===== src/rtl/scan_seq_detector.sv =====
// Parametrised serial pattern detector (KMP next-state table built at elaboration)
// with a saturating match counter; every flop sits on one scan chain.
module scan_seq_detector #(
   parameter int                  PAT_LEN = 4,
   parameter logic [PAT_LEN-1:0]  PATTERN = 4'b1011,
   parameter int                  OVERLAP = 1,
   parameter int                  CNT_W   = 4,
   parameter int                  SW      = $clog2(PAT_LEN + 1)
) (
   input  logic             clk,
   input  logic             rst,
   input  logic             scan_enable,
   input  logic             scan_in,
   output logic             scan_out,
   input  logic             en,
   input  logic             clr,
   input  logic             inp,
   output logic             out,
   output logic [CNT_W-1:0] match_cnt
);

   localparam int               NUM_ST   = 2 ** SW;
   localparam int               TBL_W    = 2 * NUM_ST * SW;
   localparam int               CHAIN_W  = SW + CNT_W;
   localparam logic [SW-1:0]    ST_MATCH = SW'(PAT_LEN);
   localparam logic [CNT_W-1:0] CNT_MAX  = {CNT_W{1'b1}};

   // Entry (s, b) holds the next state from state s on input bit b, SW bits wide.
   function automatic logic [TBL_W-1:0] build_tbl();
      logic [TBL_W-1:0] t;
      logic             ch;
      logic             ok;
      int               border;
      int               eff;
      int               best;
      int               pos;
      t      = '0;
      border = 0;
      for (int k = 1; k < PAT_LEN; k++) begin
         ok = 1'b1;
         for (int j = 0; j < k; j++) begin
            if (PATTERN[PAT_LEN-1-j] != PATTERN[k-1-j]) ok = 1'b0;
         end
         if (ok) border = k;
      end
      for (int s = 0; s < NUM_ST; s++) begin
         for (int b = 0; b < 2; b++) begin
            if (s < PAT_LEN)       eff = s;
            else if (s == PAT_LEN) eff = (OVERLAP != 0) ? border : 0;
            else                   eff = 0;
            // Longest suffix of (matched prefix, b) that is also a pattern prefix.
            best = 0;
            for (int k = 1; k <= eff + 1; k++) begin
               ok = 1'b1;
               for (int j = 0; j < k; j++) begin
                  pos = eff + 1 - k + j;
                  ch  = (pos < eff) ? PATTERN[PAT_LEN-1-pos] : b[0];
                  if (ch != PATTERN[PAT_LEN-1-j]) ok = 1'b0;
               end
               if (ok) best = k;
            end
            t[(s*2+b)*SW +: SW] = best[SW-1:0];
         end
      end
      return t;
   endfunction

   localparam logic [TBL_W-1:0] NXT_TBL = build_tbl();

   logic [SW-1:0]      r_state;
   logic [CNT_W-1:0]   r_cnt;
   logic [SW-1:0]      w_next;
   logic [CHAIN_W-1:0] w_chain;

   // Next-state lookup and scan chain view of all flops.
   always_comb begin
      w_next  = NXT_TBL[(int'({r_state, inp}) * SW) +: SW];
      w_chain = {r_cnt, r_state};
   end

   // State and counter: reset, scan shift, or functional update.
   always_ff @(posedge clk or negedge rst) begin
      if (!rst) begin
         r_state <= '0;
         r_cnt   <= '0;
      end else if (scan_enable) begin
         {r_cnt, r_state} <= {w_chain[CHAIN_W-2:0], scan_in};
      end else begin
         if (en) r_state <= w_next;
         else    r_state <= r_state;
         if (clr)
            r_cnt <= '0;
         else if (en && (w_next == ST_MATCH) && (r_cnt != CNT_MAX))
            r_cnt <= r_cnt + {{(CNT_W-1){1'b0}}, 1'b1};
         else
            r_cnt <= r_cnt;
      end
   end

   assign out       = (r_state == ST_MATCH);
   assign match_cnt = r_cnt;
   assign scan_out  = r_cnt[CNT_W-1];

endmodule

===== config.mk =====
export PLATFORM = sky130hd
export DESIGN_NAME = scan_seq_detector
export DESIGN_NICKNAME = d
export VERILOG_FILES = /design/src/rtl/scan_seq_detector.sv
export SDC_FILE = /design/constraint.sdc
export NUM_CORES = 1
export LEC_CHECK = 0
export CAP_MARGIN = 20
export CORE_AREA = 2 2 39 41
export CTS_CLUSTER_SIZE = 8
export DETAILED_ROUTE_END_ITERATION = 12
export DIE_AREA = 0 0 41 43
export MAX_ROUTING_LAYER = met4
export PLACE_DENSITY_LB_ADDON = 0.08
export SLEW_MARGIN = 20
export SYNTH_ARGS = -nofsm -noshare
export SYNTH_HDL_FRONTEND = slang
export SYNTH_SLANG_ARGS = --single-unit

===== constraint.sdc =====
create_clock -name clk -period 4.2 [get_ports clk]
set_input_delay 0.63 -clock clk [delete_from_list [all_inputs] [get_ports clk]]
set_output_delay 0.63 -clock clk [all_outputs]
set_load 0.02 [all_outputs]

# == After elaboration in Yosys (flattened, before gate mapping) ==
# Index checks and enable logic that the tools add are counted.
# word_totals
word_cells,17
reg_bits,7
in_bits,7
# op_classes
mux,5
n_eq_ne,3
n_mul,1
addsub,1
n_shift,1
n_reduce_logical,4
# op_table
op,n
"indexed part select 48 x 7 -> 3 bit, first input constant",1
two-way mux 4 bit,3
"equality test 3 bit, second input constant",2
"multiplier 4 x 2 -> 6 bit, second input constant",1
two-way mux 3 bit,2
"adder 4 x 1 -> 4 bit, second input constant",1
"!= test 4 bit, second input constant",1
nonzero test 3 bit,1
logical AND 1 bit,2
nonzero test 2 bit,1

# == Logic depth before layout (Yosys ltp) ==
# Gate-level depths: netlist of the first run.
# logic_depth
word_depth,8
mapped_depth,6
ltp_nobuf,6

# == Worst setup path after synthesis of the first run ==
# No wires, ideal clock.
# synth_path
path_kind,input -> register
from,input port inp
to,"register r_cnt[0], in the netlist match_cnt[0]"
stages,6
setup_time_ns,0.126
arrival_time_ns,1.675
setup_slack_ns,2.399
required_ns,4.074
path_cell_list,ha_1 and3b_1 and3_1 buf_6 and3_4 a221o_1
# synth_via
elab_chain_cells,6
# synth_rtl
item,line_no,text
from (decl),17,"input logic inp,"
multiplier 4 x 2 -> 6 bit,77,"w_next = NXT_TBL[(int'({r_state, inp}) * SW) +: SW];"
indexed part select 48 x 7 -> 3 bit,77,
equality test 3 bit,93,else if (en && (w_next == ST_MATCH) && (r_cnt != CNT_MAX))
logical AND 1 bit (2 in a row),93,
nonzero test 3 bit (no source line),n/a,
to (signal assigned),87,"{r_cnt, r_state} <= {w_chain[CHAIN_W-2:0], scan_in};"
to (signal assigned),94,"r_cnt <= r_cnt + {{(CNT_W-1){1'b0}}, 1'b1};"
to (signal assigned),96,r_cnt <= r_cnt;
to (decl),71,logic [CNT_W-1:0] r_cnt;
# Every way passes these cells.
# A chain may end at the register's enable or synchronous reset.

# == Worst setup path in the final report of the first run ==
# layout_path
from,input port inp
to,"register r_cnt[1], in the netlist match_cnt[1]"
# The elaborated chain is that of the path after synthesis.

==> flow_summary.ini, run 1 <==
[floorplan]
pin_count = 13
num_rows = 14
dieHeight_um = 43
dieArea_sq_mm = 0.001763
core-area_sq_mm = 0.001384
start_util_pct = 39.69
die_x_um = 41

[yosys]
synth_seq_cells = 7
synth_cells = 59
avgSynthCellArea_sq_um = 9.310
synth-seq-area-share_pct = 31.89
syn_nets = 71
synthDistinctLibCells = 32
yosysWarnings = 0
syn_area_sq_um = 549.3

[timing]
slew_viol_final = 0
min_period_ns = 2.203
fin_worst_skew_ns = 0.0008447
fin_setup_tns_ns = 0
finalCritPeriodShare_pct = 52.44
rsz0062_at_grt = no
setup_violations = 0
relSlewSlack_pct = 69.21
layout_setup_ws_ns = 1.997
worst_pin_slew_ns = 0.4604
hold_violations = 0
max_freq_mhz = 454.0

[grt]
grt_usage_pct = 16.11
grt-ovfl-total = 0
grt_max_degree = 16
grt_pass1_vias = 416
antenna_found_initial = 0
grt_pass1_wl_mm = 1.780

[cts]
clock-sinks = 7
cts_hold_buf = 0
clock_latency_ns = 0.25
clockRootBuffer = clkbuf_4
cts_setup_buffers = 0
cts_tree = done
numCtsBuffers = 3
htree_num_levels = 1
cts.path.max_buffers = 2
cts_resized = 0
path_clk_slew_ns = 0.05

[worst_setup_path]
r2r_start = r_state[0]
critical_path_arrival_ns = 2.33
rr_worst_depth = 6
end_kind = register
startpoint_type = primary input
cp.required_ns = 4.33
crit_end = match_cnt[1]
critPathLaunch = inp
cpMaxStageDelayCell = clkdlybuf4s50_1
worstSetupPathType = in -> reg
path_max_fanout = 7
rrSetupSlack_ns = 2.48
reg2reg_to = match_cnt[1]
max_stage_delay_ns = 0.54
path_cells = clkdlybuf4s50_1, inv_1, ha_1, mux2i_1, o21a_1, and3_4, a221o_1

[placement]
dp_slack_ns = 1.743
place_inst = 84
dp_hpwl_um = 804.1
placed_cell_area_sq_um = 666.9
port_buffers = 12
gp_congestion = 0.6955

[drt]
drtPass1Iterations = 4
drc = 0
drtAntennaViolNets = 0
vias = 504
wire_per_inst_um = 12.36
drtIter0Drc = 12
via_per_inst = 5.727
drt_wl_total_mm = 1.088

[status]
status = finished, final reports clean

[layout]
areaGrowthSynthToFinish_pct = 26.20
instances_no_fill = 88
final_cell_area_sq_um = 693.2
num_antenna_cells = 0
final_nets = 85
drive_gt1_share_pct = 8.333

[power_and_ir_drop]
leakagePower_nw = 0.2966
finalPower_w = 0.0002114
p_per_area_mw_per_mm2 = 304.9
peakVddDrop_mv = 0.2931

[min_path]
hold_class = reg -> reg

[job]
maxCapViolations = 0
[layer usage]
metal,share of wire (%),track usage (%),up-vias
met2,45,20.94,18
li1,-,-,251
met5,0,-,-
met1,44,19.27,231
met3,7.3,6.283,4
met4,3.8,12.00,0
[power breakdown]
group          switching (W)  leakage [nW]  internal [W]
registers          0.0000129        0.0908     0.0000753
logic              0.0000312         0.191     0.0000322
clock network      0.0000236        0.0150     0.0000362
total              0.0000677         0.297      0.000144
[state kept, by name (all words and copies together), names as in the netlist]
signal and flops:
match_cnt 4, r_state 3
[logic make-up after synthesis]
kind of cell,Yosys count,share of synthesized area [%]
muxes,2,4.328
DFF,7,31.89
AOI/OAI and AO/OA,15,20.04
and+or+nand+nor,24,26.20
adders and majority gates,5,11.39
buffers and inverters,6,6.150
[critical path: cells and delay by family]
kind	cells	cell delay [ns]
simple gates	1	0.19
fa+ha+maj	1	0.28
compound gates	2	0.55
mux	1	0.06
buf+inv	2	0.62
[worst min-delay path by stage]
stage	startpoint	to	cells past startpoint	slack, ns
after floorplan	rst	match_cnt[0]	0	0.33
after global placement	r_state[0]	r_state[1]	1	0.60
after detailed placement	r_state[0]	r_state[1]	1	0.59
after CTS	r_state[0]	r_state[1]	1	0.60
after global routing	rst	match_cnt[2]	1	0.63
final	r_state[0]	r_state[1]	1	0.59
[metrics by stage]
step	hold slack (ns)	utilization, %
after detailed placement	0.5914	48.19
after global placement	0.5979	48.19
final	0.5950	50.09
after global routing	0.6301	50.09
after CTS	0.6021	50.09
after floorplan	0.3344	-
[synthesized netlist by cell type]
cell type	count	area, sq um
nand2_1	3	11.26
dfrtp_1	7	175.2
buf_4	1	7.510
o211ai_1	1	7.510
nor3_1	2	10.01
buf_6	1	11.26
a221o_1	2	20.02
nand3b_1	1	7.510
a31oi_1	2	12.51
or3b_2	1	8.760
a32oi_1	1	8.760
or2b_1	1	7.510
o21ai_0	2	10.01
nor2b_1	2	12.51
mux2i_1	1	10.01
a31o_1	1	8.760
a21oi_1	1	5.000
clkbuf_1	1	3.750
and3b_1	1	8.760
a21o_1	2	15.01
and3_4	1	11.26
nand3_1	3	15.01
o21a_1	1	7.510
ha_1	5	62.56
and3_1	1	6.260
mux2i_2	1	13.76
nand4_1	2	12.51
nor3b_1	2	15.01
inv_1	3	11.26
nor4_1	1	6.260
a211oi_1	2	15.01
nor2_1	3	11.26
[cells in the final DEF (no fill, tap or decap)]
cell type	netlist	layout
clkdlybuf4s50_1	0	12
a21o_1	2	2
nor3_1	2	2
and3_4	1	1
a31o_1	1	1
dfrtp_1	7	7
nand3_1	3	3
clkbuf_1	1	1
and3b_1	1	1
and3_1	1	1
ha_1	5	5
o211ai_1	1	1
nand4_1	2	2
o21ai_0	2	2
nand2_1	3	3
nor3b_1	2	2
nor2_1	3	3
mux2i_1	1	1
a32oi_1	1	1
inv_1	3	3
mux2i_2	1	1
or3b_2	1	1
nor2b_1	2	2
a221o_1	2	2
or2b_1	1	1
a31oi_1	2	2
nor4_1	1	1
o21a_1	1	1
a211oi_1	2	2
clkbuf_4	0	3
a21oi_1	1	1
nand3b_1	1	1
[area by class of cell]
class                           instances  area (sq um)
Timing Repair Buffer                   12         120.1
Inverter                                3         11.26
Tap cell                               16         20.02
Fill cell                             148         690.7
Sequential cell                         7         175.2
Clock buffer                            4         26.28
Multi-Input combinational cell         46         340.3
No activity file was read; power rests on OpenSTA's default activity.
==> run 2: changes to the inputs <==
Clock period 4.2 ns to 2.1 ns, I/O delays scaled along.
==> run 2 against run 1 <==
Critical path depth decreased by 5. Clock skew about the same. Setup slack got worse by 1.7 ns. Total power increased by 100%. Clock-buffer cell count unchanged. Global-route usage decreased by 0.43 points. Clock power increased by 99%. First-iteration DRC count decreased by 58%. Critical endpoint is now out. Largest cell class unchanged. Utilization increased by 1.6 points. Combinational power increased by 110%.
==> flow_summary.ini, run 2 (synthesis results as in run 1) <==
[worst_setup_path]
path_max_fanout = 6
path_cells = nor3b_1, clkdlybuf4s50_1
startpoint_type = register
worstSetupPathType = reg -> out
critical_path_arrival_ns = 1.52
cpMaxStageDelayCell = clkdlybuf4s50_1
end_kind = output port
max_stage_delay_ns = 0.63
cp.required_ns = 1.78

[timing]
rsz0062_at_grt = no
setup_violations = 0
finalCritPeriodShare_pct = 87.59
fin_setup_tns_ns = 0
slew_viol_final = 0
relSlewSlack_pct = 73.68
worst_pin_slew_ns = 0.3872
max_freq_mhz = 543.7
hold_violations = 0
fin_worst_skew_ns = 0.0006563
min_period_ns = 1.839

[drt]
drt_wl_total_mm = 1.096
via_per_inst = 5.593
drtIter0Drc = 5
vias = 509
drtPass1Iterations = 4
drc = 0
drtAntennaViolNets = 0
wire_per_inst_um = 12.04

[cts]
numCtsBuffers = 3
clockRootBuffer = clkbuf_4
cts.path.max_buffers = 2
cts_resized = 0
htree_num_levels = 1
clock_latency_ns = 0.25
cts_setup_buffers = 0
cts_tree = done
path_clk_slew_ns = 0.05
clock-sinks = 7
cts_hold_buf = 0

[layout]
drive_gt1_share_pct = 12.00
final_common_cell = clkdlybuf4s50_1
areaGrowthSynthToFinish_pct = 30.30
final_nets = 88
fillers = 154
final_cell_mix = 12 x clkdlybuf4s50_1, 7 x dfrtp_1, 5 x ha_1
num_antenna_cells = 0
instances_no_fill = 91
final_util_pct = 51.72
largest_reg_flops = 4

[grt]
grt_pass1_wl_mm = 1.835
grt-ovfl-total = 0
antenna_found_initial = 0
grt_pass1_vias = 449
grt_usage_pct = 15.68
grt_max_degree = 12

[power_and_ir_drop]
pwr-share-seq_pct = 40.9
pwr-share-comb_pct = 31.4
leakagePower_nw = 0.3108
clkPwrFrac_pct = 27.7
p_per_area_mw_per_mm2 = 599.0
intPower_w = 0.0002943
switching_share_pct = 31.36
finalPower_w = 0.0004287
peakVddDrop_mv = 0.5517
power.switching_w = 0.0001344

[floorplan]
pin_count = 13
die_x_um = 41
dieArea_sq_mm = 0.001763
dieHeight_um = 43
start_util_pct = 39.69
num_rows = 14
core-area_sq_mm = 0.001384

[placement]
gp_congestion = 0.7391
place_inst = 87
port_buffers = 12
dp_hpwl_um = 868.2

[job]
maxCapViolations = 0

[status]
status = finished, final reports clean

[min_path]
hold_class = in -> async
[run 2: final timing paths]
check | start | endpoint | slack (ns) | cells after the start
worst max-delay path | r_state[0] | out | 0.26 | 2
worst min-delay path | rst | r_state[2] | 0.32 | 1
worst max register to register | r_state[0] | match_cnt[1] | 0.44 | 6
worst min register to register | r_state[0] | r_state[1] | 0.61 | 1
max in group asynchronous | rst | match_cnt[0] | 1.56 | 1
min in group clk | r_state[0] | r_state[1] | 0.61 | 1
[run 2: area by class of cell]
class,count,area (sq um),share of cell area [%]
Clock buffer,4,26.28,3.671
Inverter,3,11.26,1.573
Multi-Input combinational cell,46,340.3,47.55
Sequential cell,7,175.2,24.48
Tap cell,16,20.02,2.797
Timing Repair Buffer,15,142.6,19.93
[run 2: layer usage]
metal	global-route usage (%)	part of all wire, %	vias to the layer above
met3	6.283	6.8	0
met1	18.54	45	238
li1	-	-	255
met5	-	0	-
met4	4.000	0	0
met2	24.06	49	16
[run 2: power by group through the flow]
stage	logic (W)	registers (W)	clock network, W
2_1_floorplan	0.0000704	0.000181	0
6_report	0.000135	0.000175	0.000119
5_1_grt	0.000150	0.000179	0.000133
3_3_place_gp	0.000136	0.000178	0
3_5_place_dp	0.000136	0.000178	0
4_1_cts	0.000137	0.000175	0.000125
[run 2: critical path: cells and delay by family (launching register included)]
family	cells	cell delay (ns)
buffers and inverters	1	0.63
DFF	1	0.44
and+or+nand+nor	1	0.21
[run 2: metrics by stage]
step / setup WS (ns) / cell area, sq um / hold WS, ns
final: 0.2607 / 715.7 / 0.3164
after global routing: 0.1623 / 715.7 / 0.3308
after CTS: 0.2335 / 715.7 / 0.3135
after detailed placement: 0.05813 / 689.4 / 0.5846
after global placement: 0.06915 / 689.4 / 0.5821
after floorplan: 0.4605 / 549.3 / 0.01941
